==> src/rtl/mips_cpu_pkg.sv <==
// Shared encodings for the multi-cycle MIPS core: controller states,
// instruction classes, ALUOp codes and the opcode/funct values decoded.
package mips_cpu_pkg;

  typedef enum logic [2:0] {
    ST_FETCH     = 3'd0,
    ST_DECODE    = 3'd1,
    ST_EXEC      = 3'd2,
    ST_MEM       = 3'd3,
    ST_WRITEBACK = 3'd4,
    ST_HALTED    = 3'd5
  } state_e;

  typedef enum logic [1:0] {
    CLS_ALU    = 2'd0,  // result goes through WRITEBACK
    CLS_LOAD   = 2'd1,
    CLS_STORE  = 2'd2,
    CLS_PCONLY = 2'd3   // branches and j/jr/jalr: only the PC is written
  } instr_class_e;

  localparam logic [3:0] ALUOP_ADD    = 4'b0000;
  localparam logic [3:0] ALUOP_BEQ    = 4'b0001;
  localparam logic [3:0] ALUOP_RTYPE  = 4'b0010;
  localparam logic [3:0] ALUOP_AND    = 4'b0100;
  localparam logic [3:0] ALUOP_OR     = 4'b0101;
  localparam logic [3:0] ALUOP_XOR    = 4'b0110;
  localparam logic [3:0] ALUOP_SLT    = 4'b0111;
  localparam logic [3:0] ALUOP_BNE    = 4'b1000;
  localparam logic [3:0] ALUOP_BGTZ   = 4'b1001;
  localparam logic [3:0] ALUOP_BLEZ   = 4'b1010;
  localparam logic [3:0] ALUOP_REGIMM = 4'b1011;

  localparam logic [5:0] OP_RTYPE  = 6'h00;
  localparam logic [5:0] OP_REGIMM = 6'h01;
  localparam logic [5:0] OP_J      = 6'h02;
  localparam logic [5:0] OP_BEQ    = 6'h04;
  localparam logic [5:0] OP_BNE    = 6'h05;
  localparam logic [5:0] OP_BLEZ   = 6'h06;
  localparam logic [5:0] OP_BGTZ   = 6'h07;
  localparam logic [5:0] OP_ADDIU  = 6'h09;
  localparam logic [5:0] OP_SLTI   = 6'h0a;
  localparam logic [5:0] OP_SLTIU  = 6'h0b;
  localparam logic [5:0] OP_ANDI   = 6'h0c;
  localparam logic [5:0] OP_ORI    = 6'h0d;
  localparam logic [5:0] OP_XORI   = 6'h0e;
  localparam logic [5:0] OP_LW     = 6'h23;
  localparam logic [5:0] OP_SW     = 6'h2b;

  localparam logic [5:0] FN_JR     = 6'h08;
  localparam logic [5:0] FN_JALR   = 6'h09;

endpackage

==> src/rtl/mips_cpu_instr_class.sv <==
// Combinational instruction-class decode: which path the controller takes
// after EXEC and which ALUOp the ALU control decoder sees during EXEC.
module mips_cpu_instr_class
  import mips_cpu_pkg::*;
(
  input  logic [5:0]   opcode,
  input  logic [5:0]   funct,
  output instr_class_e instr_class,
  output logic [3:0]   alu_op,
  output logic         is_jr
);

  // Map opcode (and funct for R-type) to class and EXEC ALUOp.
  always_comb begin
    instr_class = CLS_ALU;
    alu_op      = ALUOP_ADD;
    is_jr       = 1'b0;
    case (opcode)
      OP_RTYPE: begin
        alu_op = ALUOP_RTYPE;
        if (funct == FN_JR) begin
          instr_class = CLS_PCONLY;
          is_jr       = 1'b1;
        end else if (funct == FN_JALR) begin
          instr_class = CLS_PCONLY;
        end else begin
          instr_class = CLS_ALU;
        end
      end
      OP_REGIMM: begin alu_op = ALUOP_REGIMM; instr_class = CLS_PCONLY; end
      OP_J:      instr_class = CLS_PCONLY;
      OP_BEQ:    begin alu_op = ALUOP_BEQ;  instr_class = CLS_PCONLY; end
      OP_BNE:    begin alu_op = ALUOP_BNE;  instr_class = CLS_PCONLY; end
      OP_BLEZ:   begin alu_op = ALUOP_BLEZ; instr_class = CLS_PCONLY; end
      OP_BGTZ:   begin alu_op = ALUOP_BGTZ; instr_class = CLS_PCONLY; end
      OP_ADDIU:  alu_op = ALUOP_ADD;
      OP_SLTI, OP_SLTIU: alu_op = ALUOP_SLT;
      OP_ANDI:   alu_op = ALUOP_AND;
      OP_ORI:    alu_op = ALUOP_OR;
      OP_XORI:   alu_op = ALUOP_XOR;
      OP_LW:     instr_class = CLS_LOAD;
      OP_SW:     instr_class = CLS_STORE;
      default: begin
        instr_class = CLS_ALU;
        alu_op      = ALUOP_ADD;
      end
    endcase
  end

endmodule

==> src/rtl/mips_cpu_state_control.sv <==
// Multi-cycle MIPS controller: FETCH/DECODE/EXEC/MEM/WRITEBACK sequencing,
// memory handshake on waitrequest and halt when the next PC is zero.
module mips_cpu_state_control
  import mips_cpu_pkg::*;
(
  input  logic       clk,
  input  logic       reset,
  input  logic [5:0] opcode,
  input  logic [5:0] funct,
  input  logic [4:0] rt_field,
  input  logic       waitrequest,
  input  logic       pc_is_zero,
  output logic       mem_read,
  output logic       mem_write,
  output logic       addr_sel,
  output logic       ir_write,
  output logic       pc_write,
  output logic       reg_write,
  output logic [3:0] alu_op,
  output logic       active,
  output logic [2:0] state
);

  state_e       state_q, state_d;
  state_e       after_pc_s;
  logic         fresh_q, fresh_d;   // first cycle after reset: strobes held off
  instr_class_e cls_s;
  logic [3:0]   exec_alu_op_s;
  logic         is_jr_s;
  logic         unused_rt_s;

  // Every REGIMM branch shares one class and ALUOp, so rt only rides along.
  assign unused_rt_s = ^rt_field;
  assign state       = state_q;

  mips_cpu_instr_class u_instr_class (
    .opcode      (opcode),
    .funct       (funct),
    .instr_class (cls_s),
    .alu_op      (exec_alu_op_s),
    .is_jr       (is_jr_s)
  );

  // Where the controller goes after any cycle that commits the PC.
  always_comb begin
    if (pc_is_zero) begin
      after_pc_s = ST_HALTED;
    end else begin
      after_pc_s = ST_FETCH;
    end
  end

  // State register; reset parks in FETCH with one strobe-free cycle.
  always_ff @(posedge clk) begin
    if (reset) begin
      state_q <= ST_FETCH;
      fresh_q <= 1'b1;
    end else begin
      state_q <= state_d;
      fresh_q <= fresh_d;
    end
  end

  // Next state and Moore strobes; waitrequest only qualifies the releases.
  always_comb begin
    state_d   = state_q;
    fresh_d   = 1'b0;
    mem_read  = 1'b0;
    mem_write = 1'b0;
    addr_sel  = 1'b0;
    ir_write  = 1'b0;
    pc_write  = 1'b0;
    reg_write = 1'b0;
    alu_op    = ALUOP_ADD;
    active    = 1'b1;
    case (state_q)
      ST_FETCH: begin
        if (fresh_q) begin
          state_d = ST_FETCH;
        end else begin
          mem_read = 1'b1;
          if (!waitrequest) begin
            ir_write = 1'b1;
            state_d  = ST_DECODE;
          end else begin
            state_d = ST_FETCH;
          end
        end
      end
      ST_DECODE: state_d = ST_EXEC;
      ST_EXEC: begin
        alu_op = exec_alu_op_s;
        case (cls_s)
          CLS_LOAD, CLS_STORE: state_d = ST_MEM;
          CLS_PCONLY: begin
            pc_write = 1'b1;
            state_d  = after_pc_s;
          end
          default: state_d = ST_WRITEBACK;
        endcase
      end
      ST_MEM: begin
        addr_sel = 1'b1;
        if (cls_s == CLS_LOAD) begin
          mem_read = 1'b1;
          if (!waitrequest) begin
            state_d = ST_WRITEBACK;
          end else begin
            state_d = ST_MEM;
          end
        end else begin
          mem_write = (cls_s == CLS_STORE);
          if (!waitrequest) begin
            pc_write = 1'b1;
            state_d  = after_pc_s;
          end else begin
            state_d = ST_MEM;
          end
        end
      end
      ST_WRITEBACK: begin
        reg_write = !is_jr_s;
        pc_write  = 1'b1;
        state_d   = after_pc_s;
      end
      ST_HALTED: begin
        active  = 1'b0;
        state_d = ST_HALTED;
      end
      default: state_d = ST_FETCH;
    endcase
  end

endmodule

==> config.mk <==
export PLATFORM = sky130hd
export DESIGN_NAME = mips_cpu_state_control
export DESIGN_NICKNAME = d
export VERILOG_FILES = /design/src/rtl/mips_cpu_pkg.sv /design/src/rtl/mips_cpu_instr_class.sv /design/src/rtl/mips_cpu_state_control.sv
export SDC_FILE = /design/constraint.sdc
export NUM_CORES = 1
export LEC_CHECK = 0
export CORE_AREA = 2 2 39 41
export DETAILED_ROUTE_END_ITERATION = 10
export DIE_AREA = 0 0 41 43
export DONT_BUFFER_PORTS = 1
export GPL_TIMING_DRIVEN = 0
export REMOVE_ABC_BUFFERS = 1
export SLEW_MARGIN = 25
export SYNTH_ARGS = -nofsm -noshare
export SYNTH_HDL_FRONTEND = slang
export SYNTH_HIERARCHICAL = 1
export SYNTH_SLANG_ARGS = --single-unit
==> constraint.sdc <==
create_clock -name clk -period 3.2 [get_ports clk]
set_input_delay 0.96 -clock clk [delete_from_list [all_inputs] [get_ports clk]]
set_output_delay 0.96 -clock clk [all_outputs]
set_load 0.05 [all_outputs]
* Word-level counts from Yosys, hierarchy flattened
Cells that the tools add are included.
** Storage, ports and cells
- Latch bits :: 0
- Logic and storage cells :: 61
- Bits in registers :: 4
- Bits in writable memories :: 0
- Memories :: 0
- Input bits :: 21
- Bits in read-only memories :: 0
- Output and inout bits :: 14
** Operators by class
- Eq/ne operators :: 23
- Order comparisons :: 0
- Reduce and logical (&&, ||, !) cells :: 6
- Divide/modulo/power cells :: 0
- Add/subtract/negate cells :: 0
- $mul :: 0
- Bitwise gates (word level) :: 0
- Multiplexer cells :: 30
- Shift operators :: 0
** Operator list (count)
- == test 6 x 4 -> 1 bit (second input constant) :: 7
- one-hot mux 4 bit (10 select lines) :: 1
- == test 6 x 3 -> 1 bit (second input constant) :: 4
- one-hot mux 3 bit (6 select lines) :: 1
- 2-to-1 mux 1 bit :: 17
- == test 6 bit (second input constant) :: 2
- 2-to-1 mux 3 bit :: 4
- one-hot mux 2 bit (4 select lines) :: 1
- == test 3 x 2 -> 1 bit (second input constant) :: 2
- == test 3 bit (second input constant) :: 2
- == test 6 x 1 -> 1 bit (second input constant) :: 1
- == test 6 x 2 -> 1 bit (second input constant) :: 1
- zero test 6 bit :: 1
- one-hot mux 3 bit (2 select lines) :: 1
- OR reduction 6 bit :: 1
- == test 2 bit (second input constant) :: 2
- 2-to-1 mux 2 bit :: 2
- 2-to-1 mux 4 bit :: 1
- OR reduction 2 bit :: 2
- == test 3 x 1 -> 1 bit (second input constant) :: 1
- zero test 3 bit :: 1
- one-hot mux 1 bit (3 select lines) :: 1
- == test 2 x 1 -> 1 bit (second input constant) :: 1
- one-hot mux 1 bit (2 select lines) :: 1
- zero test 1 bit :: 1

* Depth between registers and ports, before layout
Gate-level depths: netlist of the first run.
- Depth after elaboration :: 8
- Gate-level depth with buffers :: 9
- Gate-level depth less buffers :: 8

* Hierarchy
Netlist of the first run, hierarchy kept.
** Modules (own cells, without submodules)
- mips_cpu_state_control :: area each 399.1 µm², instances 1, seq. area each 80.1 µm², cells each 54
- mips_cpu_instr_class :: area each 224.0 µm², instances 1, seq. area each 0.0 µm², cells each 32

* Least setup slack after synthesis of the first run
Ideal clock, no wire load.
- Path kind :: input to output
- From :: input opcode[2]
- To :: output pc_write
- Arrival time :: 3.271 ns
- Required time :: 2.240 ns
- Stages on the path :: 9
- Buffers on the path :: 1
- Path slack :: -1.031 ns
- Cell sequence :: buf_4 -> nor2_4 -> o211ai_1 -> o21ai_0 -> inv_1 -> ha_1 -> nor2_1 -> mux2i_1 -> o31ai_1
** Between the ends
- Word-level cells in the longest chain between the ends :: 6
- Elaborated cells on any way between the ends :: 16
- Classes of those cells :: 10 x eq/ne; 4 x mux; 2 x reduce/logical
** Ends and longest elaborated chain
- start: declaration :: line mips_cpu_state_control.sv:8 : input logic [5:0] opcode,
- == test 6 x 2 -> 1 bit, or another cell as far along :: line mips_cpu_instr_class.sv:18 : case (opcode)
- OR reduction 6 bit (no source line)
- one-hot mux 2 bit (4 select lines) * :: line mips_cpu_instr_class.sv:18
- net cls_s[1] :: line mips_cpu_state_control.sv:27 : instr_class_e cls_s;
- == test 2 x 1 -> 1 bit / == test 2 bit (equally long branches) :: line mips_cpu_state_control.sv:104, mips_cpu_state_control.sv:93
- 2-to-1 mux 1 bit (on tied branches) :: line mips_cpu_state_control.sv:104, mips_cpu_state_control.sv:93
- one-hot mux 1 bit (3 select lines) * :: line mips_cpu_state_control.sv:76 : case (state_q)
- end: declaration :: line mips_cpu_state_control.sv:17 : output logic pc_write,
The timed path passes the listed nets; every way through them passes the cells marked *.

* Final worst setup path of the first run
- From :: input funct[2]
- To :: output pc_write
** Between the ends
- Word-level cells in the longest chain between the ends :: 7
- Elaborated cells on any way between the ends :: 10
- Classes of those cells :: 4 x eq/ne; 6 x mux
** Ends and longest elaborated chain
- start: declaration :: line mips_cpu_state_control.sv:9 : input logic [5:0] funct,
- == test 6 x 4 -> 1 bit :: line mips_cpu_instr_class.sv:24 : end else if (funct == FN_JALR) begin
- 2-to-1 mux 2 bit :: line mips_cpu_instr_class.sv:24
- 2-to-1 mux 2 bit * :: line mips_cpu_instr_class.sv:21 : if (funct == FN_JR) begin
- one-hot mux 2 bit (4 select lines) * :: line mips_cpu_instr_class.sv:18
- net cls_s[0] :: line mips_cpu_state_control.sv:27
- == test 2 x 1 -> 1 bit / == test 2 bit (equally long branches) :: line mips_cpu_state_control.sv:104, mips_cpu_state_control.sv:93
- 2-to-1 mux 1 bit (on tied branches) :: line mips_cpu_state_control.sv:104, mips_cpu_state_control.sv:93
- one-hot mux 1 bit (3 select lines) * :: line mips_cpu_state_control.sv:76
Marks and branches as above.

==> results of run 1 <==
[cell type report]
class	count	area [um^2]
multi-input combinational	71	616.8
fill	133	548.0
sequential	4	82.58
timing repair buffer	9	67.56
inverter	7	26.28
clock buffer	3	22.52
tap	16	20.02
[per-layer routing]
| layer | vias to the layer above | track usage [%] |
|---|---|---|
| met5 | - | 0 |
| met4 | 0 | 8.000 |
| met3 | 0 | 1.571 |
| met2 | 18 | 35.63 |
| met1 | 311 | 19.68 |
| li1 | 331 | - |
[timing repair]
item | in CTS | in global routing
pin swaps | 7 | 11
cloned | 0 | 0
setup buffers | 3 | 4
resized for setup | 17 | 8
setup endpoints to repair | 7 | 2
[through the flow]
step	std cells	utilization [%]	setup WS, ns
floorplan	82	-	-0.9892
finish	110	60.40	-0.1688
detailed placement	100	47.20	-0.8163
global route	110	60.40	-0.2389
global placement	98	44.85	-1.213
CTS	106	55.15	-0.2314
[tightest hold or removal path, delay by kind of cell (launching register included)]
kind	cells	cell delay, ns
compound gates	1	0.06
flops	1	0.45
simple gates	1	0.14
[cell usage in the layout (no fill, tap or decap), types with 3 or more instances in the layout]
cell type and count:
a21oi_1 9, buf_4 9, and2_1 5, inv_1 4
nor2_4 4, inv_2 3, nor2_1 3, nand2_1 3
nor3b_1 3, nor4b_2 3, nor3_1 3, a31oi_1 3
clkbuf_4 3
[flip-flops by register name, summed over array words and instances, names as in the netlist]
| signal | flops |
|---|---|
| state | 3 |
| fresh_q | 1 |
[power by group through the flow]
stage	logic (mW)	registers [mW]	clock network (mW)
floorplan	0.0450	0.0641	0
global placement	0.0500	0.0659	0
detailed placement	0.0539	0.0662	0
CTS	0.0628	0.0662	0.0641
global route	0.0778	0.0674	0.0656
finish	0.0719	0.0662	0.0607
[logic make-up (layout without fill, tap and decap cells)]
logic type	after synthesis	after routing	share of synthesized area (%)
AO/OA/AOI/OAI	29	29	29.12
XOR/XNOR	1	1	1.406
adder cells (fa/ha/maj)	4	4	8.032
buffers and inverters	11	19	7.832
flip-flops	4	4	12.85
multiplexers	1	1	1.606
AND/OR/NAND/NOR	36	36	39.16
[final timing paths]
check / startpoint / to / slack [ns] / cells after the start
hold reg to reg: state[1] / state[1] / 0.70 / 2
setup / recovery: funct[2] / pc_write / -0.17 / 7
hold / removal: state[1] / state[1] / 0.70 / 2
setup reg to reg: state[2] / state[0] / 1.36 / 3
==> impl_metrics.yaml, run 1 <==
power:
  p_leak_nw: 0.3035
  power.density_mw_per_mm2: 237.8
  p_sw_share_pct: 36.15
  netSwitchingPower_mw: 0.07184
  clockPowerShare_pct: 30.5
  combPwrFrac_pct: 36.2
  intPower_mw: 0.1269
  seq_power_share_pct: 33.3
  ir_drop_mv: 0.1182
  power_mw: 0.1987
route:
  first_iter_violations: 9
  routed_wl_mm: 1.630
  dr_wl_met3_um: 74
  vias_per_cell: 6.000
  wl_met2_um: 928
  drc: 0
  highest_layer: "met3"
  wl_met1_um: 627
  wl_per_cell_um: 14.82
  drt-pass1-iter-count: 3
  num_vias: 660
  drtAntennaViolNets: 0
timing:
  fmax_mhz: 296.8
  setup_viol: 2
  rsz0062_at_grt: "yes"
  worstMarginPinSlew_ns: 0.9362
  setup_slack_ns: -0.1688
  slew_headroom_pct: 37.50
  fin_crit_sh_pct: 105.3
  min_period_ns: 3.369
  holdWs_ns: 0.7044
  drv_slew: 0
  fin_tns_setup_ns: -0.2009
  fin_worst_skew_ns: 0.002038
  hold_violations: 0
placed_design:
  dp_hpwl_mm: 1.091
  gp_congestion: 0.7053
  io_buffers: 0
  place_area_um2: 653.1
worst_setup_path:
  cp-start-kind: "input port"
  cp_top_family: "compound AO/OA/AOI/OAI gates"
  crit_buf_inv: 1
  slowest_stage: "o31ai_4"
  critPathRequiredTime_ns: 2.24
  crit_path_cell_trace: "nor3b_4, a211oi_4, o21ai_2, buf_4, ha_4, mux2i_2, o31ai_4"
  crit_arrival_ns: 2.41
  path_class: "input port to output pin"
  endpoint_kind: "output pin"
  cp_max_fo: 4
  max_stage_delay_ns: 0.52
finish:
  nets: 121
  fin_area_um2: 835.8
  n_antenna_cell: 0
  drive_above_1_share_pct: 39.36
  area_growth_pct: 34.14
run:
  maxCapViolCount: 0
grt:
  grt_pass1_wl_mm: 2.394
  overflow: 0
  antenna_found_initial: 0
  grt_pass1_vias: 599
  grtUsageTotal_pct: 19.10
  grt_start_max_net_pins: 15
synth:
  synthFlopType: "dfxtp_1"
  seq_area_frac_synth_pct: 12.85
  syn_inst: 86
  post-synth-top-area-fraction_pct: 12.85
  ys_warn_count: 6
  synth_edf_count: 0
  async_flop_share_pct: 0
  ys_top_cells_by_count: "a21oi_1 (11), and2_1 (5), inv_1 (5), nor2_1 (5)"
  synthTopCellsByArea: "dfxtp_1 (13%), a21oi_1 (8.8%), ha_1 (8.0%)"
  yosysMostFrequentCell: "a21oi_1"
  yosysUniqueCellTypes: 37
  ys_ff_latch: 4
  syn_area_um2: 623.1
  avgSynthCellArea_um2: 7.245
  synth_top_cell_by_area: "dfxtp_1"
floorplan:
  floorplan.initialDensity_pct: 45.03
  die_area_mm2: 0.001763
  pin_count: 35
  placementRows: 14
  dieWidth_um: 41
  die_h_um: 43
  core-area_mm2: 0.001384
clock_network:
  clockBufferDepth: 2
  cts_made_buffers: 3
  clk_pin_slew_ns: 0.04
  h-tree-depth: 1
  cts_tree: "built"
  cts_hold_buffers: 0
  root_buffer: "clkbuf_4"
  cts_sinks: 4
  clk_latency_ns: 0.23
status:
  status: "finished, violations left"
  violations: "negative setup slack"
hold_path:
  min-delay-path-class: "register to register"
No activity file was read; power rests on OpenSTA's default activity.
==> run 2: changes to the inputs <==
- ABC_AREA: unset -> 1
==> impl_metrics.yaml, run 2 <==
status:
  status: "completed"
synth:
  synthFlopType: "dfxtp_1"
  seq_area_frac_synth_pct: 13.03
  yosysMostFrequentCell: "nand2_1"
  synth_edf_count: 0
  async_flop_share_pct: 0
  syn_inst: 109
  avgSynthCellArea_um2: 5.636
  synthTopCellsByArea: "dfxtp_1 (13%), nand2_1 (13%), nor2_1 (12%)"
  ys_top_cells_by_count: "nand2_1 (21), nor2_1 (20), inv_1 (18)"
  post-synth-top-area-fraction_pct: 13.03
  syn_area_um2: 614.3
  synth_top_cell_by_area: "dfxtp_1"
  ys_warn_count: 6
  ys_ff_latch: 4
  yosysUniqueCellTypes: 19
power:
  ir_drop_mv: 0.1359
  power_mw: 0.1817
  p_leak_nw: 0.3436
  power.density_mw_per_mm2: 254.8
worst_setup_path:
  max_stage_delay_ns: 0.23
  cp-start-kind: "input port"
  critPathRequiredTime_ns: 2.24
  rr_endpoint: "state[0]"
  endpoint_kind: "output pin"
  crit_path_cell_trace: "or2_1, nor2_2, nand2_2, nand3_2, inv_1, ha_1, inv_2, nand3_2, nand3_4"
  rr_startpoint: "state[2]"
  path_class: "input port to output pin"
  crit_buf_inv: 2
  cp_max_fo: 3
  cp_top_family: "simple AND/OR/NAND/NOR gates"
  crit_top_cell: "nand3_2"
  worst-path-stages: 9
  slowest_stage: "or2_1"
  critPathCapture: "pc_write"
  crit_arrival_ns: 2.15
  r2r_cells: 4
  cp-startpoint: "funct[5]"
  r2r_setup_slack_ns: 1.27
timing:
  hold_violations: 0
  setup_viol: 0
  holdWs_ns: 0.7311
  rsz0062_at_grt: "yes"
  fin_crit_sh_pct: 97.16
  fmax_mhz: 321.6
  slew_headroom_pct: 39.91
  fin_worst_skew_ns: 0.004996
  drv_slew: 0
  worstMarginPinSlew_ns: 0.8980
  min_period_ns: 3.109
floorplan:
  pin_count: 35
  dieWidth_um: 41
  core-area_mm2: 0.001384
  die_area_mm2: 0.001763
  die_h_um: 43
  placementRows: 14
  floorplan.initialDensity_pct: 44.39
hold_path:
  min-delay-path-class: "register to register"
clock_network:
  cts_sinks: 4
  cts_hold_buffers: 0
  clk_pin_slew_ns: 0.04
  cts_made_buffers: 3
  clockBufferDepth: 2
  root_buffer: "clkbuf_4"
  h-tree-depth: 1
  cts_tree: "built"
  postCtsSetupBuffers: 0
  clk_latency_ns: 0.23
finish:
  fillers: 157
  nets: 139
  layout_common_cells: "nand2_1 (21), inv_1 (17), nor2_1 (17), nand3_1 (8)"
  fin_util_pct: 51.54
  multi_input_area_um2: 504.2
  drive_above_1_share_pct: 28.57
  area_growth_pct: 16.09
  final_common_cell: "nand2_1"
  fin_area_um2: 713.2
  regArea_um2: 80.08
  largest_register_ffs: 3
  n_antenna_cell: 0
route:
  drc: 0
  drtAntennaViolNets: 0
  num_vias: 639
  wl_per_cell_um: 10.40
  drt-pass1-iter-count: 4
  routed_wl_mm: 1.331
  vias_per_cell: 4.992
  first_iter_violations: 6
placed_design:
  place_area_um2: 634.4
  dp_hpwl_mm: 1.109
  gp_congestion: 0.6667
  io_buffers: 0
grt:
  grt_start_max_net_pins: 8
  grt_pass1_vias: 609
  overflow: 0
  grtUsageTotal_pct: 18.78
  antenna_found_initial: 0
  grt_pass1_wl_mm: 2.263
run:
  maxCapViolCount: 0
==> run 2: cell types whose count changed in the layout (fill, tap and decap cells not counted), sizes merged, moves of 4 or more <==
| cell | delta |
|---|---|
| a21oi | -10 |
| and2 | -5 |
| buf | -9 |
| inv | +16 |
| nand2 | +24 |
| nand3 | +11 |
| nor2 | +20 |
| nor3b | -4 |
| nor4b | -4 |
==> run 2: per-layer routing <==
layer  track usage [%]  vias to the layer above  share of wire (%)  wire length (um)
met5                 0                        -                  0                 0
met3             5.236                        0                4.4                59
met1             20.26                      279                 39               524
met2             32.81                       15                 56               747
li1                  -                      345                  -                 -
met4             6.000                        0                  0                 0
==> run 2: kinds of logic after synthesis <==
| family | Yosys count | share of synthesized area, % |
|---|---|---|
| buffers and inverters | 23 | 14.05 |
| flip-flops | 4 | 13.04 |
| AND/OR/NAND/NOR | 71 | 57.23 |
| adder cells (fa/ha/maj) | 4 | 8.147 |
| AO/OA/AOI/OAI | 7 | 7.535 |
==> run 2: power by group <==
part	total, mW	switching [mW]	internal (mW)
clock network	0.0591	0.0174	0.0417
logic	0.0599	0.0419	0.0180
registers	0.0627	0.00998	0.0527
==> run 2: how the worst min path moves through the flow <==
stage,startpoint,endpoint,slack [ns],depth (start not counted)
finish,fresh_q,state[0],0.73,5
global route,reset,fresh_q,0.74,0
CTS,fresh_q,state[0],0.73,5
detailed placement,fresh_q,state[0],0.72,5
global placement,fresh_q,state[0],0.71,5
floorplan,fresh_q,state[0],0.65,5
==> run 2: cell type report <==
cell class | instances | share of cell area, %
Inverter | 23 | 12.11
Clock buffer | 3 | 3.158
Multi-Input combinational cell | 82 | 70.70
Sequential cell | 4 | 11.23
Tap cell | 16 | 2.807
==> run 2: metrics by stage <==
stage / instances / setup slack, ns / TNS (ns)
after floorplan: 109 / -0.5706 / -0.6966
after global placement: 125 / -0.7077 / -1.073
after detailed placement: 125 / -0.3228 / -0.7229
after CTS: 128 / -0.005011 / -0.005011
after global routing: 128 / -0.03112 / -0.05774
final: 128 / 0.09098 / 0
==> run 2: repair_timing <==
item | 4_1_cts | 5_1_grt
gates cloned | 0 | 0
resized for setup | 6 | 7
endpoints found under the setup margin | 3 | 4
pin swaps | 1 | 2
==> run 2: worst min-delay path, cell delays in order, from the launching register on <==
cell and delay [ns]:
dfxtp_1 0.30, nor2_1 0.05, nand3_1 0.09, nand3_1 0.07, nor2_1 0.13, nor2_1 0.05
